### src/rtl/ram_dma_copy.sv
// Word-copy DMA engine: reads source words on RAM port A and writes them to port B, one word per cycle.
// Define RAM_DMA_FILL_EN to add a pattern-fill mode (fill_i/pattern_i) that writes without reading.
module ram_dma_copy #(
  parameter int LenW = 16
) (
  input  logic            clk_i,
  input  logic            rst_i,
  input  logic            start_i,
  input  logic [31:0]     src_addr_i,
  input  logic [31:0]     dst_addr_i,
  input  logic [LenW-1:0] len_i,
  input  logic            abort_i,
`ifdef RAM_DMA_FILL_EN
  input  logic            fill_i,
  input  logic [31:0]     pattern_i,
`endif
  output logic            busy_o,
  output logic            done_o,
  output logic            err_o,
  output logic            a_req_o,
  output logic            a_we_o,
  output logic [3:0]      a_be_o,
  output logic [31:0]     a_addr_o,
  output logic [31:0]     a_wdata_o,
  input  logic            a_rvalid_i,
  input  logic [31:0]     a_rdata_i,
  output logic            b_req_o,
  output logic            b_we_o,
  output logic [3:0]      b_be_o,
  output logic [31:0]     b_addr_o,
  output logic [31:0]     b_wdata_o
);

  // state | meaning
  // IDLE  | waiting for start_i
  // RUN   | issuing reads (or fill writes), writing returned data
  // DRAIN | reads done, writing the final returned word
  // DONE  | one-cycle done pulse
  typedef enum logic [1:0] {S_IDLE, S_RUN, S_DRAIN, S_DONE} state_e;

  state_e          state_q, state_d;
  logic [31:0]     src_q, src_d;
  logic [31:0]     dst_q, dst_d;
  logic [LenW-1:0] len_q, len_d;
  logic [LenW-1:0] rd_cnt_q, rd_cnt_d;
  logic [LenW-1:0] wr_cnt_q, wr_cnt_d;
  logic            err_q, err_d;
  logic            fill_mode;
  logic [31:0]     pattern_w;
  logic            last_rd, last_wr;

`ifdef RAM_DMA_FILL_EN
  logic            fill_q, fill_d;
  logic [31:0]     pattern_q, pattern_d;
  assign fill_mode = fill_q;
  assign pattern_w = pattern_q;
`else
  assign fill_mode = 1'b0;
  assign pattern_w = 32'h0;
`endif

  assign last_rd = (rd_cnt_q == len_q - LenW'(1));
  assign last_wr = (wr_cnt_q == len_q - LenW'(1));

  always_ff @(posedge clk_i) begin
    if (rst_i) begin
      state_q   <= S_IDLE;
      src_q     <= '0;
      dst_q     <= '0;
      len_q     <= '0;
      rd_cnt_q  <= '0;
      wr_cnt_q  <= '0;
      err_q     <= 1'b0;
`ifdef RAM_DMA_FILL_EN
      fill_q    <= 1'b0;
      pattern_q <= '0;
`endif
    end else begin
      state_q   <= state_d;
      src_q     <= src_d;
      dst_q     <= dst_d;
      len_q     <= len_d;
      rd_cnt_q  <= rd_cnt_d;
      wr_cnt_q  <= wr_cnt_d;
      err_q     <= err_d;
`ifdef RAM_DMA_FILL_EN
      fill_q    <= fill_d;
      pattern_q <= pattern_d;
`endif
    end
  end

  always_comb begin
    state_d   = state_q;
    src_d     = src_q;
    dst_d     = dst_q;
    len_d     = len_q;
    rd_cnt_d  = rd_cnt_q;
    wr_cnt_d  = wr_cnt_q;
    err_d     = 1'b0;
`ifdef RAM_DMA_FILL_EN
    fill_d    = fill_q;
    pattern_d = pattern_q;
`endif
    a_req_o   = 1'b0;
    a_addr_o  = src_q + (32'(rd_cnt_q) << 2);
    b_req_o   = 1'b0;
    b_addr_o  = dst_q + (32'(wr_cnt_q) << 2);
    b_wdata_o = a_rdata_i;

    case (state_q)
      S_IDLE: begin
        if (start_i) begin
          if ((src_addr_i[1:0] != 2'b00) || (dst_addr_i[1:0] != 2'b00)) begin
            err_d = 1'b1;
          end else if (len_i == '0) begin
            state_d = S_DONE;
          end else begin
            src_d    = src_addr_i;
            dst_d    = dst_addr_i;
            len_d    = len_i;
            rd_cnt_d = '0;
            wr_cnt_d = '0;
`ifdef RAM_DMA_FILL_EN
            fill_d    = fill_i;
            pattern_d = pattern_i;
`endif
            state_d  = S_RUN;
          end
        end
      end
      S_RUN: begin
        // abort suppresses requests in the same cycle it is seen
        if (abort_i) begin
          state_d = S_IDLE;
        end else if (fill_mode) begin
          b_req_o   = 1'b1;
          b_wdata_o = pattern_w;
          wr_cnt_d  = wr_cnt_q + LenW'(1);
          if (last_wr) state_d = S_DONE;
        end else begin
          a_req_o  = 1'b1;
          rd_cnt_d = rd_cnt_q + LenW'(1);
          if (last_rd) state_d = S_DRAIN;
          if (a_rvalid_i) begin
            b_req_o  = 1'b1;
            wr_cnt_d = wr_cnt_q + LenW'(1);
          end
        end
      end
      S_DRAIN: begin
        if (abort_i) begin
          state_d = S_IDLE;
        end else if (a_rvalid_i) begin
          b_req_o  = 1'b1;
          wr_cnt_d = wr_cnt_q + LenW'(1);
          if (last_wr) state_d = S_DONE;
        end
      end
      S_DONE: begin
        state_d = S_IDLE;
      end
      default: begin
        state_d = S_IDLE;
      end
    endcase
  end

  assign busy_o    = (state_q == S_RUN) || (state_q == S_DRAIN);
  assign done_o    = (state_q == S_DONE);
  assign err_o     = err_q;
  assign a_we_o    = 1'b0;
  assign a_be_o    = 4'hF;
  assign a_wdata_o = 32'h0;
  assign b_we_o    = b_req_o;
  assign b_be_o    = 4'hF;

endmodule

### config.mk
export PLATFORM = sky130hd
export DESIGN_NAME = ram_dma_copy
export DESIGN_NICKNAME = d
export VERILOG_FILES = /design/src/rtl/ram_dma_copy.sv
export SDC_FILE = /design/constraint.sdc
export NUM_CORES = 1
export LEC_CHECK = 0
export ABC_AREA = 1
export BUFFER_PORTS_ARGS = -buffer_cell sky130_fd_sc_hd__buf_4
export CAP_MARGIN = 20
export CELL_PAD_IN_SITES_DETAIL_PLACEMENT = 1
export CELL_PAD_IN_SITES_GLOBAL_PLACEMENT = 2
export CORE_MARGIN = 2
export CORE_UTILIZATION = 30
export CTS_CLUSTER_SIZE = 10
export DETAILED_ROUTE_END_ITERATION = 6
export PLACE_DENSITY = 0.95
export SLEW_MARGIN = 20
export SYNTH_ARGS = -nofsm -noshare
export SYNTH_HDL_FRONTEND = slang
export SYNTH_SLANG_ARGS = --single-unit
### constraint.sdc
create_clock -name clk_i -period 5.1 [get_ports clk_i]
set_input_delay 0.255 -clock clk_i [delete_from_list [all_inputs] [get_ports clk_i]]
set_output_delay 0.255 -clock clk_i [all_outputs]
set_load 0.05 [all_outputs]
### Word level (Yosys, flattened, before mapping)

Cells that the tools add are included.

* bits of input ports: 117
* output and inout bits: 143
* logic and storage cells: 67
* flip-flop bits (word level): 115

* bitwise logic cells: 4
* reduce and logical (&&, ||, !) cells: 14
* equality and inequality tests: 14
* add/sub/neg operators: 5
* muxes and demuxes: 23

Operators with widths (number)
* $mux W16: 6
* $add A32 B18 Y32: 2
* $pmux W16 S2: 2
* $add A16 B1 Y16 const B: 2
* $eq A16 B16 Y1: 2
* $logic_not A16 Y1: 1
* $mux W2: 8
* $sub A16 B1 Y16 const B: 1
* $ne A2 B2 Y1 const B: 5
* $reduce_and A5 Y1: 2
* $ne A3 B3 Y1 const B: 3
* $pmux W2 S4: 1
* $reduce_bool A2 Y1: 4
* $mux W1: 6
* $reduce_and A6 Y1: 1
* $eq A2 B2 Y1 const B: 2
* $not A1 Y1: 4
* $reduce_and A4 Y1: 1
* $reduce_or A3 Y1: 1
* $eq A2 B1 Y1 const B: 1
* $logic_not A2 Y1: 1
* $logic_or A1 B1 Y1: 2
* $ne A2 B1 Y1 const B: 1
* $reduce_or A2 Y1: 1

### Logic depth before layout (Yosys ltp)

* word-level depth: 6
* gate-level depth with buffers: 18
* mapped depth without buffers: 18

### Worst setup path before layout

Ideal clock, no wire load.

* path kind: register -> output
* start: register wr_cnt_q[0]
* end: output port b_addr_o[30]
* data required time: 4.845 ns
* slack: 2.041 ns
* arrival time: 2.804 ns
* stages on the path, launching flop included: 15
* buffers on the path: 0
* cell sequence: dfxtp_1 > ha_1 > inv_1 > fa_1 > o21ai_1 > nand3_1 > nand3_1 > nand2_1 > nand2_1 > nand2_1 > nand2_1 > inv_2 > nor3_1 > nand2_1 > xor2_1

* longest elaborated chain between the ends: 1

RTL lines
* from (decl): RTL line 46 `logic [LenW-1:0] wr_cnt_q, wr_cnt_d;`
* from (signal assigned): RTL line 84 `wr_cnt_q <= wr_cnt_d;`
* $add A32 B18 Y32: RTL line 108 `b_addr_o = dst_q + (32'(wr_cnt_q) << 2);`
* to (decl): RTL line 30 `output logic [31:0] b_addr_o,`

No other way between the ends.

### Worst setup path in the final report

* start: register wr_cnt_q[0]
* end: output port b_addr_o[28]

The elaborated chain is that of the path after synthesis.

==> parameters.txt <==
Parameter                              Value

Timing
  Total negative slack for setup checks ... 0 ns
  Final Hold Slack ... 0.0430 ns
  Hold Vio Cnt, Final ... 0
  Post-Route Skew ... 0.0119 ns
  Final setup margin ... 1.55 ns
  Maximum clock frequency ... 281 MHz
  Share of the clock period used by the worst path after layout ... 69.7%
  Rel. slew slack ... 44.2%
  Clock period minus final worst setup slack ... 3.55 ns
  Final setup vio count ... 0
  Number of pins exceeding their max-slew limit in the final report ... 0
  Actual slew at the worst max-slew pin ... 0.835 ns
  RSZ-0062 raised after global routing ... no

Floorplanning
  Io pins ... 260
  Horizontal die dimension ... 173 um
  Die area ... 29900 um^2
  Core box area ... 27900 um^2
  Row count ... 61
  Vert. Die Dim ... 173 um
  Initial Util ... 30.7%

Worst hold path
  Class of the tightest hold or removal check ... primary input to register

Synthesis
  Post-synthesis instance area ... 8560 um^2
  Distinct cell type count of the synthesized netlist ... 43
  Number of warnings reported in the yosys synthesis log ... 0
  Number of instances in the synthesized netlist ... 1301
  Register bit total from synthesis ... 115
  Sequential element share of the synthesized area ... 26.9%
  Post-Syn Area per Cell ... 6.58 um^2

Job
  Maxcap violations ... 0

Global route
  GRT Total Usage ... 19.1%
  Remaining Overflow, GRT ... 0
  Wire length of the first global-routing pass ... 46400 um
  Number of antenna violations at the first check in global routing ... 0
  Pin count of the biggest net entering global routing ... 77
  Vias in the first global route ... 8921

Pwr
  Areal power density over the cells ... 326 nW/um^2
  Total power of the final layout ... 3.35 mW
  Lkg Pwr ... 4.81 nW
  Worst vdd ir ... 0.000237 V

Place
  Number of instances in the placed design ... 1764
  Dpl ws ... 1.85 ns
  Detailed Place HPWL ... 22600 um
  Count of input and output buffers ... 154
  Final RePlAce weighted congestion ... 0.871

Detailed routing
  Met2 routed wirelength ... 13800 um
  Routed wire length ... 29000 um
  Count of antenna-violating nets left after detailed routing ... 0
  TritonRoute pass-1 iters ... 5
  Average via count per standard cell ... 4.83
  Initial DRC count ... 414
  Routed vias ... 8687
  Avg WL per Cell ... 16.2 um
  Met3 wirelength from detailed routing ... 1180 um
  Residual DRC count ... 0
  Post-route met1 wirelength ... 13500 um
  Top routing layer in use ... met4

Cells and area
  Layout filler cell count ... 3641
  Sequential cell area in the final layout ... 2300 um^2
  Proportion of layout cells with a drive suffix above 1 ... 15.8%
  Layout-stage area growth over the synthesis result ... 20.0%
  Ant diodes ... 0
  Final standard cell count with taps included and fillers excluded ... 1797
  Most common cell after layout, fill and taps aside ... sky130_fd_sc_hd__nand2_1
  Number of nets at the end of the flow ... 1565
  Most used cells in the layout excluding fill and tap cells ... sky130_fd_sc_hd__nand2_1, sky130_fd_sc_hd__nor2_1, sky130_fd_sc_hd__buf_4
  Multi-input gate area ... 5130 um^2

Critical path
  Endpoint arrival time on the critical path ... 3.30 ns
  Max Fanout on Critical Path ... 7
  Worst endpoint required time ... 4.85 ns
  Category of the critical setup timing path ... register to primary output
  Sort of element at the start of the critical path ... register
  Nature of the critical path endpoint ... primary output

Clock network
  TritonCTS sink count ... 115
  Root Buffer ... sky130_fd_sc_hd__clkbuf_16
  Total of cells resized after clock tree synthesis ... 0
  Number of CTS-inserted buffers ... 17
  Clock tree from TritonCTS ... yes
  Number of post-CTS setup repair buffers ... 0
  Clock-pin slew on the worst setup and hold paths ... 0.06 ns
  CTS Hold Bufs ... 0
  Bufs on Longest Clock Path ... 2
  Htree depth ... 4
  Clock latency at the later pin of the worst-skew pair ... 0.43 ns

Run status
  Run status ... finished, final reports clean
-- through the flow --
stage	area, um^2	util [%]
2_1_floorplan	8710	-
3_3_place_gp	9650	34.5
4_1_cts	10300	36.7
5_1_grt	10300	36.8
6_report	10300	36.8
3_5_place_dp	9650	34.5
-- flip-flops by register name, indices dropped and copies added (netlist names) --
name and count:
dst_q 32, src_q 32, len_q 16, rd_cnt_q 16, wr_cnt_q 16, state_q 2
err_o 1
-- cell usage after synthesis (all sizes together) --
library cell  count  area share, %
o211ai            1          0.088
a21oi            95            5.6
a21o              3           0.26
dfxtp           115             27
a211oi            3           0.26
clkinv            3           0.13
conb              2          0.088
o21a              4           0.35
fa                2           0.47
clkbuf           20           0.88
nand3b            2           0.18
inv             143            6.3
buf              91            7.6
o21ai           114            6.8
xnor2            12            1.2
nor3             34            2.0
o211a             1           0.12
xor2             57            5.8
o32ai             1           0.10
o21bai            3           0.26
nor4             16            1.2
o22ai             1          0.073
nand4            19            1.4
nand3            81            4.9
and3              2           0.15
nand2           249             11
a31oi             9           0.66
ha               40            5.8
nor2            171            8.4
o31ai             7           0.61
-- worst max-delay path, cell delays in order (launching register included) --
cell                      delay, ns
sky130_fd_sc_hd__dfxtp_1       0.51
sky130_fd_sc_hd__ha_1          0.24
sky130_fd_sc_hd__inv_1         0.06
sky130_fd_sc_hd__fa_1          0.39
sky130_fd_sc_hd__o21ai_1       0.21
sky130_fd_sc_hd__nand3_1       0.09
sky130_fd_sc_hd__nand3_1       0.12
sky130_fd_sc_hd__nand2_1       0.06
sky130_fd_sc_hd__nand2_1       0.12
sky130_fd_sc_hd__nand2_1       0.09
sky130_fd_sc_hd__nand2_1       0.14
sky130_fd_sc_hd__inv_2         0.08
sky130_fd_sc_hd__nor3_1        0.29
sky130_fd_sc_hd__nand2_1       0.11
sky130_fd_sc_hd__xor2_1        0.14
sky130_fd_sc_hd__buf_4         0.22
-- logic make-up (layout without fill, tap and decap cells) --
logic type | count (synthesis) | in the layout | share of synthesized area [%]
AO/OA/AOI/OAI | 242 | 242 | 15.2
XOR/XNOR | 69 | 69 | 7.06
adder cells (fa/ha/maj) | 42 | 42 | 6.31
buffers and inverters | 257 | 336 | 14.9
flip-flops | 115 | 115 | 26.9
other | 2 | 41 | 0.0877
AND/OR/NAND/NOR | 574 | 574 | 29.6
-- routing by layer --
metal,global-route usage (%),up-vias
met2,32.7,190
met5,0,-
met1,24.2,4105
met3,3.28,35
met4,6.36,0
li1,-,4357
-- path summary, 6_finish.rpt --
| kind | cells after the start | end | startpoint | slack, ns |
|---|---|---|---|---|
| max reg2reg | 9 | wr_cnt_q[12] | state_q[0] | 2.14 |
| max | 15 | b_addr_o[28] | wr_cnt_q[0] | 1.55 |
| min | 3 | src_q[4] | src_addr_i[4] | 0.04 |
| min reg2reg | 2 | dst_q[1] | dst_q[1] | 0.44 |
-- power by group --
part	internal [mW]	leakage [nW]	total [mW]	switching, mW
logic	0.287	3.58	1.07	0.784
clock network	0.785	0.293	1.28	0.491
registers	0.945	0.929	1.00	0.0546
-- final cells by class --
cell class,count,area share (%)
Multi-Input combinational cell,968,49.9
Sequential cell,115,22.4
Clock buffer,18,4.27
Timing Repair Buffer,158,11.8
Clock inverter,14,1.70
Tap cell,378,4.60
Inverter,146,5.34
Power figures use the tool's default switching activity.
